**src/rtl/fifo_pkg.sv**
```systemverilog
// rtl/fifo_pkg.sv - shared types and elaboration helpers for param_fifo
package fifo_pkg;

  typedef struct packed {
    logic empty;
    logic full;
    logic almost_empty;
    logic almost_full;
  } fifo_status_t;

  // One extra MSB beyond the address bits distinguishes full from empty.
  function automatic int ptr_width(input int depth);
    return $clog2(depth) + 1;
  endfunction

  function automatic bit params_ok(input int width, input int depth,
                                   input int af_thresh, input int ae_thresh);
    bit ok;
    ok = 1'b1;
    if (width < 1) ok = 1'b0;
    if (depth < 2 || (depth & (depth - 1)) != 0) ok = 1'b0;
    if (af_thresh < 1 || af_thresh > depth) ok = 1'b0;
    if (ae_thresh < 0 || ae_thresh > depth - 1) ok = 1'b0;
    return ok;
  endfunction

endpackage

```
**src/rtl/fifo_mem.sv**
```systemverilog
// rtl/fifo_mem.sv - DEPTH x WIDTH storage, one write port, one registered read port
module fifo_mem #(
  parameter int WIDTH = 8,
  parameter int DEPTH = 4,
  parameter int AW    = 2
) (
  input  logic             clk,
  input  logic             i_wr_en,
  input  logic [AW-1:0]    i_wr_addr,
  input  logic [WIDTH-1:0] i_wr_data,
  input  logic             i_rd_en,
  input  logic [AW-1:0]    i_rd_addr,
  output logic [WIDTH-1:0] o_rd_data
);

  logic [WIDTH-1:0] r_mem [DEPTH];
  logic [WIDTH-1:0] r_rd_data;

  // Read and write share one block so a same-address read returns the old word.
  always_ff @(posedge clk) begin
    if (i_wr_en) r_mem[i_wr_addr] <= i_wr_data;
    if (i_rd_en) r_rd_data <= r_mem[i_rd_addr];
  end

  assign o_rd_data = r_rd_data;

endmodule

```
**src/rtl/param_fifo.sv**
```systemverilog
// rtl/param_fifo.sv - single-clock parametrised FIFO with thresholds and sticky errors
module param_fifo
  import fifo_pkg::*;
#(
  parameter int WIDTH     = 8,
  parameter int DEPTH     = 4,
  parameter int AF_THRESH = 3,
  parameter int AE_THRESH = 1
) (
  input  logic                       clk,
  input  logic                       reset_n,
  input  logic                       clear,
  input  logic                       wr,
  input  logic [WIDTH-1:0]           data_in,
  input  logic                       rd,
  output logic [WIDTH-1:0]           data_out,
  output logic [$clog2(DEPTH):0]     count,
  output logic                       empty,
  output logic                       full,
  output logic                       almost_empty,
  output logic                       almost_full,
  output logic                       overflow,
  output logic                       underflow
);

  localparam int PW = ptr_width(DEPTH);
  localparam int AW = PW - 1;

  generate
    if (!params_ok(WIDTH, DEPTH, AF_THRESH, AE_THRESH)) begin : g_bad_params
      $error("param_fifo: illegal WIDTH/DEPTH/AF_THRESH/AE_THRESH combination");
    end
  endgenerate

  logic [PW-1:0]    r_wr_ptr;
  logic [PW-1:0]    r_rd_ptr;
  logic             r_overflow;
  logic             r_underflow;
  logic             r_dout_zero;
  logic [PW-1:0]    w_count;
  logic             w_rd_acc;
  logic             w_wr_acc;
  logic [WIDTH-1:0] w_mem_rdata;
  fifo_status_t     w_status;

  assign w_count = r_wr_ptr - r_rd_ptr;

  always_comb begin
    w_status              = '0;
    w_status.empty        = (w_count == '0);
    w_status.full         = (w_count == PW'(DEPTH));
    w_status.almost_empty = (w_count <= PW'(AE_THRESH));
    w_status.almost_full  = (w_count >= PW'(AF_THRESH));
  end

  // A flush wins over any same-cycle request, so it also gates the memory ports.
  assign w_rd_acc = rd & ~w_status.empty & ~clear;
  assign w_wr_acc = wr & (~w_status.full | rd) & ~clear;

  always_ff @(posedge clk or negedge reset_n) begin
    if (!reset_n) begin
      r_wr_ptr    <= '0;
      r_rd_ptr    <= '0;
      r_overflow  <= 1'b0;
      r_underflow <= 1'b0;
      r_dout_zero <= 1'b1;
    end else if (clear) begin
      r_wr_ptr    <= '0;
      r_rd_ptr    <= '0;
      r_overflow  <= 1'b0;
      r_underflow <= 1'b0;
      r_dout_zero <= 1'b1;
    end else begin
      if (w_wr_acc) r_wr_ptr <= r_wr_ptr + PW'(1);
      if (w_rd_acc) begin
        r_rd_ptr    <= r_rd_ptr + PW'(1);
        r_dout_zero <= 1'b0;
      end
      r_overflow  <= r_overflow  | (wr & w_status.full & ~rd);
      r_underflow <= r_underflow | (rd & w_status.empty);
    end
  end

  fifo_mem #(
    .WIDTH (WIDTH),
    .DEPTH (DEPTH),
    .AW    (AW)
  ) u_mem (
    .clk       (clk),
    .i_wr_en   (w_wr_acc),
    .i_wr_addr (r_wr_ptr[AW-1:0]),
    .i_wr_data (data_in),
    .i_rd_en   (w_rd_acc),
    .i_rd_addr (r_rd_ptr[AW-1:0]),
    .o_rd_data (w_mem_rdata)
  );

  // The unreset RAM output is masked to zero after reset/flush until the next read.
  assign data_out     = r_dout_zero ? '0 : w_mem_rdata;
  assign count        = w_count;
  assign empty        = w_status.empty;
  assign full         = w_status.full;
  assign almost_empty = w_status.almost_empty;
  assign almost_full  = w_status.almost_full;
  assign overflow     = r_overflow;
  assign underflow    = r_underflow;

endmodule

```
**config.mk**
```make
export PLATFORM = sky130hd
export DESIGN_NAME = param_fifo
export DESIGN_NICKNAME = d
export VERILOG_FILES = /design/src/rtl/fifo_pkg.sv /design/src/rtl/fifo_mem.sv /design/src/rtl/param_fifo.sv
export SDC_FILE = /design/constraint.sdc
export NUM_CORES = 1
export LEC_CHECK = 0
export ABC_AREA = 1
export ABC_CLOCK_PERIOD_IN_PS = 4300
export CORE_AREA = 10 10 74 82
export CTS_BUF_LIST = sky130_fd_sc_hd__clkbuf_4
export CTS_CLUSTER_DIAMETER = 40
export DETAILED_ROUTE_END_ITERATION = 6
export DIE_AREA = 0 0 84 92
export PLACE_DENSITY = 0.79
export SLEW_MARGIN = 20
export SYNTH_ARGS = -nofsm -noshare
export SYNTH_HDL_FRONTEND = slang
export SYNTH_SLANG_ARGS = --single-unit
```
**constraint.sdc**
```tcl
create_clock -name clk -period 4.3 [get_ports clk]
set_input_delay 0.86 -clock clk [delete_from_list [all_inputs] [get_ports clk]]
set_output_delay 0.86 -clock clk [all_outputs]
set_load 0.02 [all_outputs]
```
==> results of run 1 <==
worst reg2reg max path: stages, from the launching register on:
cell     delay [ps]
dfrtp_1         740
ha_1            280
fa_1            440
nand2_1         100
inv_1            90
nand3_4         120
nand3_2         100
nor2_1          630
cells in the final DEF (no fill, tap or decap):
master           count
o22ai_1              8
clkinvlp_4           1
nor2_4               1
clkbuf_4             5
fa_1                 1
dfstp_2              1
nand4_1              5
nor2_1              31
ha_1                 6
clkinv_2             1
nand3_1              6
o21ai_0             17
xor2_1               2
dfrtp_1              8
clkdlybuf4s50_1     29
nand2_2              2
nand3_2              3
inv_6                1
a21oi_1              1
nand3_4              1
inv_1               27
nand2_4              2
nand2_1             14
edfxtp_1            40
o21a_1               1
layout make-up:
| cell class | count | area (sq um) |
|---|---|---|
| tap | 56 | 70.1 |
| clock inverter | 3 | 21.3 |
| fill | 398 | 1960 |
| inverter | 27 | 101 |
| clock buffer | 5 | 37.5 |
| multi-input combinational | 101 | 584 |
| timing repair buffer | 29 | 290 |
| sequential | 49 | 1430 |
registers in the layout (all words and copies together) (netlist names):
register	count
u_mem.o_rd_data	8
r_dout_zero	1
u_mem.r_mem	32
overflow	1
r_rd_ptr	3
r_wr_ptr	3
underflow	1
logic make-up (layout without fill, tap and decap cells):
| logic type | Yosys count | after routing |
|---|---|---|
| DFF | 49 | 49 |
| buffers and inverters | 33 | 64 |
| and+or+nand+nor | 65 | 65 |
| xor gates and xnor gates | 2 | 2 |
| adders and majority gates | 7 | 7 |
| AOI/OAI and AO/OA | 27 | 27 |
power groups by stage:
stage	Clock, uW	Combinational (uW)	Sequential (uW)
floorplan	0	388	616
global placement	0	572	644
detailed placement	0	584	647
CTS	214	585	636
global route	229	642	646
finish	207	574	636
through the flow:
step / std cells / worst slack [ps] / util (%) / power (uW)
floorplan: 183 / 1780 / - / 1000
global placement: 262 / 1030 / 55.1 / 1220
detailed placement: 262 / 995 / 55.1 / 1230
CTS: 270 / 584 / 56.4 / 1430
global route: 270 / 399 / 56.4 / 1520
finish: 270 / 597 / 56.4 / 1420
layer usage:
| layer | vias up | GRT usage, % |
|---|---|---|
| li1 | 680 | - |
| met1 | 636 | 10.4 |
| met2 | 33 | 17.4 |
| met3 | 11 | 3.36 |
| met4 | 0 | 6.28 |
| met5 | - | 0 |
path summary, 6_finish.rpt:
kind	slack, ps	cells after the start	endpoint
min in group asynchronous	780	1	overflow$_DFF_PN0_
max in group asynchronous	3180	1	r_dout_zero$_DFFE_PN1P_
worst max register to register	1430	7	u_mem.r_mem[1][4]$_DFFE_PP_
worst min register to register	510	1	underflow$_DFF_PN0_
worst min-delay path	510	1	underflow$_DFF_PN0_
worst max-delay path	600	7	empty
==> impl_metrics.py, run 1 <==
metrics = {
    "logic_synthesis": {
        "synth_common_cells": "40 x edfxtp_1, 31 x nor2_1, 27 x inv_1, 17 x o21ai_0, 14 x nand2_1",
        "synthSimpleGateAreaFrac_pct": 15.1,
        "synth_compound_area_share_pct": 6.89,
        "yosys.area_share.adder_pct": 4.44,
        "ys_ff_latch": 49,
        "synth_warnings": 0,
        "synth_top_family_by_area": "simple AND/OR/NAND/NOR gates",
        "synth_edf_count": 40,
        "synth.mux.area_fraction_pct": 0,
        "synth_cell_types": 24,
        "async_reset_ff_share_pct": 18.4,
        "synth_top_cell_by_area": "edfxtp_1",
        "synth_area_sq_um": 2140,
        "postSynthAreaPerCell_sq_um": 11.7,
        "seq_area_frac_synth_pct": 66.6,
        "syn_nets": 203,
        "ys_top_cells_by_area": "edfxtp_1 56%, dfrtp_1 9.3%, nor2_1 5.4%",
        "synth_ff_type": "edfxtp_1",
        "yosysMostFrequentCell": "edfxtp_1",
        "synth_top_cell_area_share_pct": 56.0,
        "synth_xor_xnor_area_share_pct": 0.817,
        "synth_cells": 183,
    },
    "sta": {
        "hold_viol_final": 0,
        "slew_violations": 0,
        "worst_pin_slew_ps": 790,
        "slew_headroom_pct": 47.2,
        "fmax_mhz": 270,
        "fin_skew_ps": 11.7,
        "min_period_ps": 3700,
        "setup_violations": 0,
        "rsz0062_at_grt": "false",
        "fin_tns_setup_ps": 0,
        "hold_ws_ps": 512,
        "period_share_pct": 86.1,
    },
    "global_route": {
        "grt_max_degree": 21,
        "grt-ovfl-total": 0,
        "track_usage_pct": 10.1,
        "grt_pass1_vias": 1391,
        "grt_pass1_wl_um": 6340,
        "antenna_found_initial": 0,
    },
    "cells_and_area": {
        "drive_gt1_share_pct": 8.41,
        "final_area_sq_um": 2530,
        "antennaDiodeCount": 0,
        "area_delta_synth_final_pct": 18.2,
        "final_nets": 233,
    },
    "clocking": {
        "clockRootBuffer": "clkbuf_4",
        "ctsResizeCount": 0,
        "h-tree-depth": 2,
        "numCtsBuffers": 5,
        "clkLatencyLatePin_ps": 360,
        "cts_tree": "yes",
        "clk_pin_slew_worst_paths_ps": 140,
        "clock-sinks": 49,
        "postCtsSetupRepairBufs": 0,
        "postCtsHoldBufs": 0,
        "clock_path_buffers": 2,
    },
    "run": {
        "cap_violations": 0,
    },
    "hold_path": {
        "hold_class": "flip-flop to flip-flop",
        "worstHoldStart": "underflow$_DFF_PN0_",
    },
    "routing": {
        "maxUsedRoutingLayer": "met4",
        "wl_per_cell_um": 13.6,
        "vias": 1360,
        "routed-wl-met2_um": 1840,
        "drt_wl_total_um": 3680,
        "met3WireLength_um": 221,
        "drt-vias-per-instance": 5.04,
        "postRouteAntennaNets": 0,
        "m1WireLength_um": 1490,
        "firstDrtPassIters": 4,
        "drc_errors": 0,
        "drt_iter0_markers": 82,
    },
    "setup_path": {
        "cp_num_buf_inv": 3,
        "path_max_fanout": 20,
        "crit_required_ps": 3440,
        "path_cells": "ha_1 > fa_1 > nand2_1 > inv_1 > nand3_2 > inv_1 > clkdlybuf4s50_1",
        "critPathSlowestCell": "dfrtp_1",
        "cp-start-kind": "flip-flop",
        "crit_start": "r_rd_ptr[0]$_DFFE_PN0P_",
        "path_delay_family": "adder cells",
        "path_class": "flip-flop to primary output",
        "slowest_delay_ps": 630,
        "cp_common_cell": "inv_1",
        "worstReg2RegStart": "r_rd_ptr[0]$_DFFE_PN0P_",
        "cp-end-kind": "primary output",
        "arrival_ps": 2840,
    },
    "die": {
        "rows": 26,
        "die-width_um": 84,
        "chipHeight_um": 92,
        "num_io_pins": 30,
        "initial_core_util_pct": 47.7,
        "coreArea_sq_um": 4490,
        "die-area_sq_um": 7730,
    },
    "placement": {
        "portBuffers": 29,
        "dp_hpwl_um": 2710,
        "gp_congestion": 0.773,
        "placed_area_sq_um": 2470,
    },
    "pwr": {
        "ir_worst_vdd_v": 0.000212,
        "power_frac_seq_pct": 44.9,
        "powerDensity_nw_per_um2": 560,
        "combPwrFrac_pct": 40.5,
        "clkPwrFrac_pct": 14.6,
        "p_leak_uw": 0.00100,
        "swShare_pct": 37.5,
        "p_int_uw": 886,
        "power.switching_uw": 531,
    },
    "run_status": {
        "status": "completed",
    },
}
(Power assumes the default switching activity.)
==> run 2, diff against run 1 <==
--- a/config.mk
+++ b/config.mk
@@ -7,13 +7,15 @@
 export LEC_CHECK = 0
 export ABC_AREA = 1
 export ABC_CLOCK_PERIOD_IN_PS = 4300
+export CAP_MARGIN = 5
 export CORE_AREA = 10 10 74 82
 export CTS_BUF_LIST = sky130_fd_sc_hd__clkbuf_4
 export CTS_CLUSTER_DIAMETER = 40
 export DETAILED_ROUTE_END_ITERATION = 6
 export DIE_AREA = 0 0 84 92
 export PLACE_DENSITY = 0.79
-export SLEW_MARGIN = 20
+export SKIP_LAST_GASP = 1
+export SLEW_MARGIN = 5
 export SYNTH_ARGS = -nofsm -noshare
 export SYNTH_HDL_FRONTEND = slang
 export SYNTH_SLANG_ARGS = --single-unit
==> results of run 2 <==
No change in the layout: final DEF, timing and power equal those of run 1.
